**config.mk**
```make
export PLATFORM = sky130hd
export DESIGN_NAME = serial_frame_rx
export DESIGN_NICKNAME = d
export VERILOG_FILES = /design/src/rtl/serial_rx_pkg.sv /design/src/rtl/serial_rx_shifter.sv /design/src/rtl/serial_frame_rx.sv
export SDC_FILE = /design/constraint.sdc
export NUM_CORES = 1
export LEC_CHECK = 0
export CORE_UTILIZATION = 50
export DETAILED_ROUTE_END_ITERATION = 10
export HOLD_SLACK_MARGIN = 0.08
export PLACE_DENSITY = 0.81
export SLEW_MARGIN = 40
export SYNTH_ARGS = -nofsm -noshare
export SYNTH_HDL_FRONTEND = slang
export SYNTH_SLANG_ARGS = --single-unit
```
**constraint.sdc**
```tcl
create_clock -name clk -period 2.3 [get_ports clk]
set_clock_uncertainty 0.1 [all_clocks]
set_input_delay 0.575 -clock clk [delete_from_list [all_inputs] [get_ports clk]]
set_output_delay 0.575 -clock clk [all_outputs]
set_load 0.03 [all_outputs]
```
**src/rtl/serial_rx_pkg.sv**
```systemverilog
// Shared types, constants and the parity helper for the serial frame receiver.
package serial_rx_pkg;

    localparam int   STATE_W    = 3;
    localparam logic IDLE_LEVEL = 1'b1;

    typedef enum logic [STATE_W-1:0] {
        IDLE,
        DATA,
        PARITY,
        STOP,
        BREAK
    } rx_state_t;

    // Zero-extended data does not change the XOR, so one width serves every DATA_W up to 64.
    function automatic logic rx_parity(input logic [63:0] data, input logic odd);
        return (^data) ^ odd;
    endfunction

endpackage

```
**src/rtl/serial_rx_shifter.sv**
```systemverilog
// Data shift register (LSB first) and bit counter for the serial frame receiver.
module serial_rx_shifter #(
    parameter int DATA_W = 8
) (
    input  logic              clk,
    input  logic              rst,
    input  logic              shift_en,
    input  logic              clear,
    input  logic              din,
    output logic [DATA_W-1:0] word,
    output logic              last_bit
);

    localparam int CNT_W = (DATA_W > 1) ? $clog2(DATA_W) : 1;

    logic [CNT_W-1:0] count;

    // NOTE: sequential state uses non-blocking assignments so every register samples pre-edge values.
    always_ff @(posedge clk or posedge rst) begin
        if (rst) begin
            word  <= '0;
            count <= '0;
        end else if (clear) begin
            count <= '0;
        end else if (shift_en) begin
            word  <= {din, word[DATA_W-1:1]};
            count <= last_bit ? '0 : count + 1'b1;
        end
    end

    assign last_bit = (count == CNT_W'(DATA_W - 1));

endmodule

```
**src/rtl/serial_frame_rx.sv**
```systemverilog
// Serial frame receiver: start / data / optional parity / stop framing into parallel words with error flags.
module serial_frame_rx
    import serial_rx_pkg::*;
#(
    parameter int DATA_W     = 8,
    parameter int PARITY_EN  = 1,
    parameter int ODD_PARITY = 0
) (
    input  logic              clk,
    input  logic              rst,
    input  logic              din,
    input  logic              bit_en,
    output logic [DATA_W-1:0] data_out,
    output logic              data_valid,
    output logic              parity_err,
    output logic              frame_err,
    output logic              busy
);

    rx_state_t         state;
    logic              parity_bit;
    logic [DATA_W-1:0] word;
    logic              last_bit;
    logic              shift_en;
    logic              clear;

    assign shift_en = bit_en && (state == DATA);
    assign clear    = bit_en && (state == IDLE) && (din != IDLE_LEVEL);
    assign busy     = (state != IDLE);

    serial_rx_shifter #(
        .DATA_W (DATA_W)
    ) u_shifter (
        .clk      (clk),
        .rst      (rst),
        .shift_en (shift_en),
        .clear    (clear),
        .din      (din),
        .word     (word),
        .last_bit (last_bit)
    );

    always_ff @(posedge clk or posedge rst) begin
        if (rst) begin
            state      <= IDLE;
            parity_bit <= 1'b0;
            data_out   <= '0;
            data_valid <= 1'b0;
            parity_err <= 1'b0;
            frame_err  <= 1'b0;
        end else begin
            data_valid <= 1'b0;
            if (bit_en) begin
                case (state)
                    IDLE: begin
                        if (din != IDLE_LEVEL)
                            state <= DATA;
                    end
                    DATA: begin
                        if (last_bit)
                            state <= (PARITY_EN != 0) ? PARITY : STOP;
                    end
                    PARITY: begin
                        parity_bit <= din;
                        state      <= STOP;
                    end
                    STOP: begin
                        // The word is delivered even on errors; downstream qualifies it with the flags.
                        data_out   <= word;
                        data_valid <= 1'b1;
                        parity_err <= (PARITY_EN != 0) &&
                                      (parity_bit != rx_parity(64'(word), ODD_PARITY != 0));
                        frame_err  <= ~din;
                        state      <= (din == IDLE_LEVEL) ? IDLE : BREAK;
                    end
                    BREAK: begin
                        if (din == IDLE_LEVEL)
                            state <= IDLE;
                    end
                    default: state <= IDLE;
                endcase
            end
        end
    end

endmodule

```
Yosys cells after proc, flatten, opt, wreduce, memory -nomap -nowiden
Cells that the tools add are included.
{ "totals": {"reg_bits": 26, "in_bits": 4, "output_inout_bits": 12, "word_cells": 41} }
{ "op_classes": {"addsub": 1, "n_eq_ne": 9, "n_mux": 10, "bitwise_logic": 2, "reduce_logical": 11} }
{ "ops": {"columns": ["op", "count"], "rows": [
  ["64-bit parity", 1],
  ["3-bit two-way mux", 7],
  ["3-bit case mux with 5 select lines", 1],
  ["3-bit by 2-bit == test with 1-bit output, second input constant", 2],
  ["3-bit == test, second input constant", 2],
  ["2-bit AND reduction", 3],
  ["2-bit inequality test, second input constant", 2],
  ["4-bit AND reduction", 1],
  ["3-bit by 1-bit adder with 3-bit output, second input constant", 1],
  ["3-bit by 1-bit == test with 1-bit output, second input constant", 1],
  ["1-bit logical AND", 3],
  ["3-bit zero test", 1],
  ["3-bit nonzero test", 1],
  ["1-bit two-way mux", 2],
  ["2-bit by 1-bit inequality test with 1-bit output, second input constant", 1],
  ["1-bit inverter", 2],
  ["2-bit nonzero test", 1],
  ["1-bit inequality test", 1]
]} }

Logic depth before layout (Yosys ltp)
{ "depth": {"word_depth": 5, "depth_mapped": 5, "depth_no_buf": 5} }

Cells and area by module
Synthesis repeated with hierarchy kept, for this count alone.
{ "unflattened": {"hier_cells": 102, "area_unflattened_um2": 1194.9} }
{ "modules_own_cells": {"columns": ["mod", "instances", "cells_each", "area_each_um2", "seq_area_each_um2"], "rows": [
  ["serial_frame_rx", 1, 71, 689.4, 375.4],
  ["serial_rx_shifter", 1, 31, 505.5, 275.3]
]} }

Worst setup path after synthesis
Ideal clock, no wire load.
{ "synth_path": {"path_kind": "flip-flop to output port", "from": "register state[1]", "to": "output port busy", "arrival_ps": 997, "required_time_ps": 1625, "path_slack_ps": 628, "stages_incl_launch_ff": 3, "path_buffers": 1, "path_cell_list": "dfrtp_1 clkbuf_1 or3_1"} }
{ "synth_between": {"elab_chain_cells": 1} }
{ "synth_rtl": {"columns": ["item", "line", "rtl"], "rows": [
  ["start, declared", "serial_frame_rx.sv:20", "rx_state_t state;"],
  ["start signal, assigned", "serial_frame_rx.sv:61", "state <= (PARITY_EN != 0) ? PARITY : STOP;"],
  ["start signal, assigned", "serial_frame_rx.sv:74", "state <= (din == IDLE_LEVEL) ? IDLE : BREAK;"],
  ["3-bit nonzero test", "serial_frame_rx.sv:29", "assign busy = (state != IDLE);"],
  ["end, declared", "serial_frame_rx.sv:17", "output logic busy"]
]} }
Every way passes these cells.

Worst setup path after layout
{ "layout_path": {"from": "register state[2]", "to": "output port busy"} }
The elaborated chain is that of the path after synthesis.

==> results_dict.tcl <==
set metrics [dict create \
    startpoint_type "flop" \
    critical_path_arrival_ns 1.48 \
    io_pins 16 \
    core_mm2 0.00204 \
    hp-class "flop to flop" \
    report.final.setup_viol 0 \
    vias_per_cell 4.95 \
    synth_cell_types 25 \
    fin_area_mm2 0.00137 \
    timing.fmax_mhz 463 \
    synthToLayoutAreaGrowth_pct 21.6 \
    final-hold-violation-count 0 \
    pre_cts_ws_ns 0.143 \
    clk_path_buf_depth 2 \
    drtIter0Drc 8 \
    place_area_mm2 0.00133 \
    finalPower_mw 1.86 \
    power.density_mw_per_mm2 1360 \
    relSlewSlack_pct 73.7 \
    fillCellCount 159 \
    crit_required_ns 1.62 \
    clk_pin_slew_worst_paths_ns 0.13 \
    fin_crit_sh_pct 93.9 \
    gr-usage-all-layers_pct 17.8 \
    ant_nets 0 \
    start_util_pct 55.0 \
    cts.sinks 26 \
    wirelength_um 1770 \
    r2r-end "u_shifter.word[0]" \
    die_width_um 49.4 \
    holdPathEnd "data_out[2]" \
    finalSetupTns_ns 0 \
    cts-root-buf "clkbuf_4" \
    synthCells 102 \
    synth-adder-area-share_pct 2.23 \
    setup_ws_ns 0.141 \
    cts_tree "yes" \
    synthXorXnorAreaFrac_pct 6.69 \
    cp_max_fo 7 \
    grt_antenna_before_repair 0 \
    slew_violations 0 \
    clk_latency_ns 0.32 \
    grt-ovfl-total 0 \
    vias 742 \
    fin_util_pct 66.9 \
    yosysWarningCount 0 \
    ys_ff_latch 26 \
    syn-num-nets 108 \
    r2r-start "state[2]" \
    rows 16 \
    final_cell_mix "nand2_1 (29), dfrtp_1 (26), clkdlybuf4s50_1 (14), mux2_2 (8)" \
    multi_input_area_um2 435 \
    hold_depth 2 \
    synthSimpleGateAreaFrac_pct 13.8 \
    drv_cap 0 \
    synth_top_family_by_area "simple AND/OR/NAND/NOR gates" \
    gp_congestion 0.791 \
    reg2reg_slack_ns 0.71 \
    portBuffers 15 \
    endpoint_kind "output port" \
    p_leak_nw 0.662 \
    grt_pass1_wl_um 3190 \
    numCtsBuffers 3 \
    grt_pass1_vias 714 \
    antennaDiodeCount 0 \
    seq_area_um2 651 \
    worstMarginPinSlew_ns 0.390 \
    die_h_um 49.4 \
    drcViolationCount 0 \
    min_period_ns 2.16 \
    status "complete, no violations" \
    htree_levels 1 \
    r2r_cells 5 \
    hold_start "data_out[2]" \
    drive_gt1_share_pct 16.3 \
    crit_type "flop to output port" \
    avgSynthCellArea_um2 11.0 \
    avgRoutedWirePerCell_um 11.8 \
    die_area_mm2 0.00244 \
    rsz0062_at_grt "false" \
    ir_drop_mv 0.622 \
    muxShareOfSynthArea_pct 8.03 \
    crit_chain "or3_1 > dlygate4sd2_1" \
    crit_slowest_cell "dfrtp_1" \
    drtPass1Iterations 4 \
    grt_max_degree 27 \
    yosysSeqAreaShare_pct 58.0 \
    nets 130 \
    hpwlAfterDp_um 1290 \
    syn_area_mm2 0.00112 \
    critPathMaxStageDelay_ns 0.48 \
    layout_commonest_cell "nand2_1" \
    cts_setup_buffers 0 \
    synth_compound_area_share_pct 8.03 \
]
-- worst max path at each step --
| stage | start | endpoint | slack [ns] | depth (start not counted) |
|---|---|---|---|---|
| finish | state[2] | busy | 0.14 | 2 |
| global route | state[2] | busy | 0.09 | 2 |
| CTS | state[2] | busy | 0.13 | 2 |
| detailed placement | bit_en | u_shifter.word[0] | 0.14 | 6 |
| global placement | bit_en | u_shifter.word[5] | 0.17 | 6 |
| floorplan | state[1] | busy | 0.63 | 2 |
-- flip-flops by register name (all words and copies together) (netlist names) --
register / count
parity_bit: 1
data_out: 8
parity_err: 1
u_shifter.word: 8
data_valid: 1
u_shifter.count: 3
state: 3
frame_err: 1
-- critical path: cells and delay by family (launching register included) --
kind	cells	cell delay, ns
and+or+nand+nor	1	0.33
DFF	1	0.48
buffers and inverters	1	0.36
-- cells in the mapped netlist, drive strengths merged --
library cell	number	share of area, %
nor2	3	1.0
mux2	8	8.0
dfrtp	26	58
nand2	29	9.7
o21ai	7	3.1
nand3	1	0.45
xor2	2	1.6
a32o	1	0.89
or3	1	0.56
ha	2	2.2
clkbuf	1	0.33
inv	4	1.3
nor2b	1	0.78
xnor2	4	3.1
o22ai	1	0.56
xnor3	1	2.0
nand3b	1	0.67
o31ai	1	0.67
nor3b	1	0.67
a22o	3	2.3
buf	3	1.6
a21oi	1	0.45
-- kinds of logic (layout without fill, tap and decap cells) --
group | Yosys count | count (layout)
xor gates and xnor gates | 7 | 7
AOI/OAI and AO/OA | 14 | 14
muxes | 8 | 8
buffers and inverters | 8 | 29
adders and majority gates | 2 | 2
and+or+nand+nor | 37 | 37
DFF | 26 | 26
-- routing by layer --
layer	global-route usage [%]	routed length, um
met2	26.3	796
met5	0	0
met3	2.80	39
met4	10.0	44
met1	24.9	893
-- metrics by stage --
step / hold slack [ns] / instances
detailed placement: 0.362 / 146
finish: 0.391 / 150
floorplan: 0.368 / 102
global placement: 0.358 / 146
global route: 0.430 / 150
CTS: 0.393 / 150
-- where the power goes --
group | switching [mW] | internal (mW) | leakage (nW)
combinational | 0.394 | 0.466 | 0.307
clock | 0.129 | 0.0969 | 0.0210
sequential | 0.142 | 0.633 | 0.334
-- area by class of cell --
class | instances | share of cell area (%)
Multi-Input combinational cell | 68 | 31.9
Clock buffer | 4 | 2.66
Inverter | 4 | 1.10
Sequential cell | 26 | 47.7
Timing Repair Buffer | 21 | 14.2
Tap cell | 27 | 2.47
-- repair_timing --
item	in CTS	in global routing
gates resized for setup	1	0
hold buffers	0	0
endpoints found under the setup margin	1	0
No activity file was read; power rests on OpenSTA's default activity.
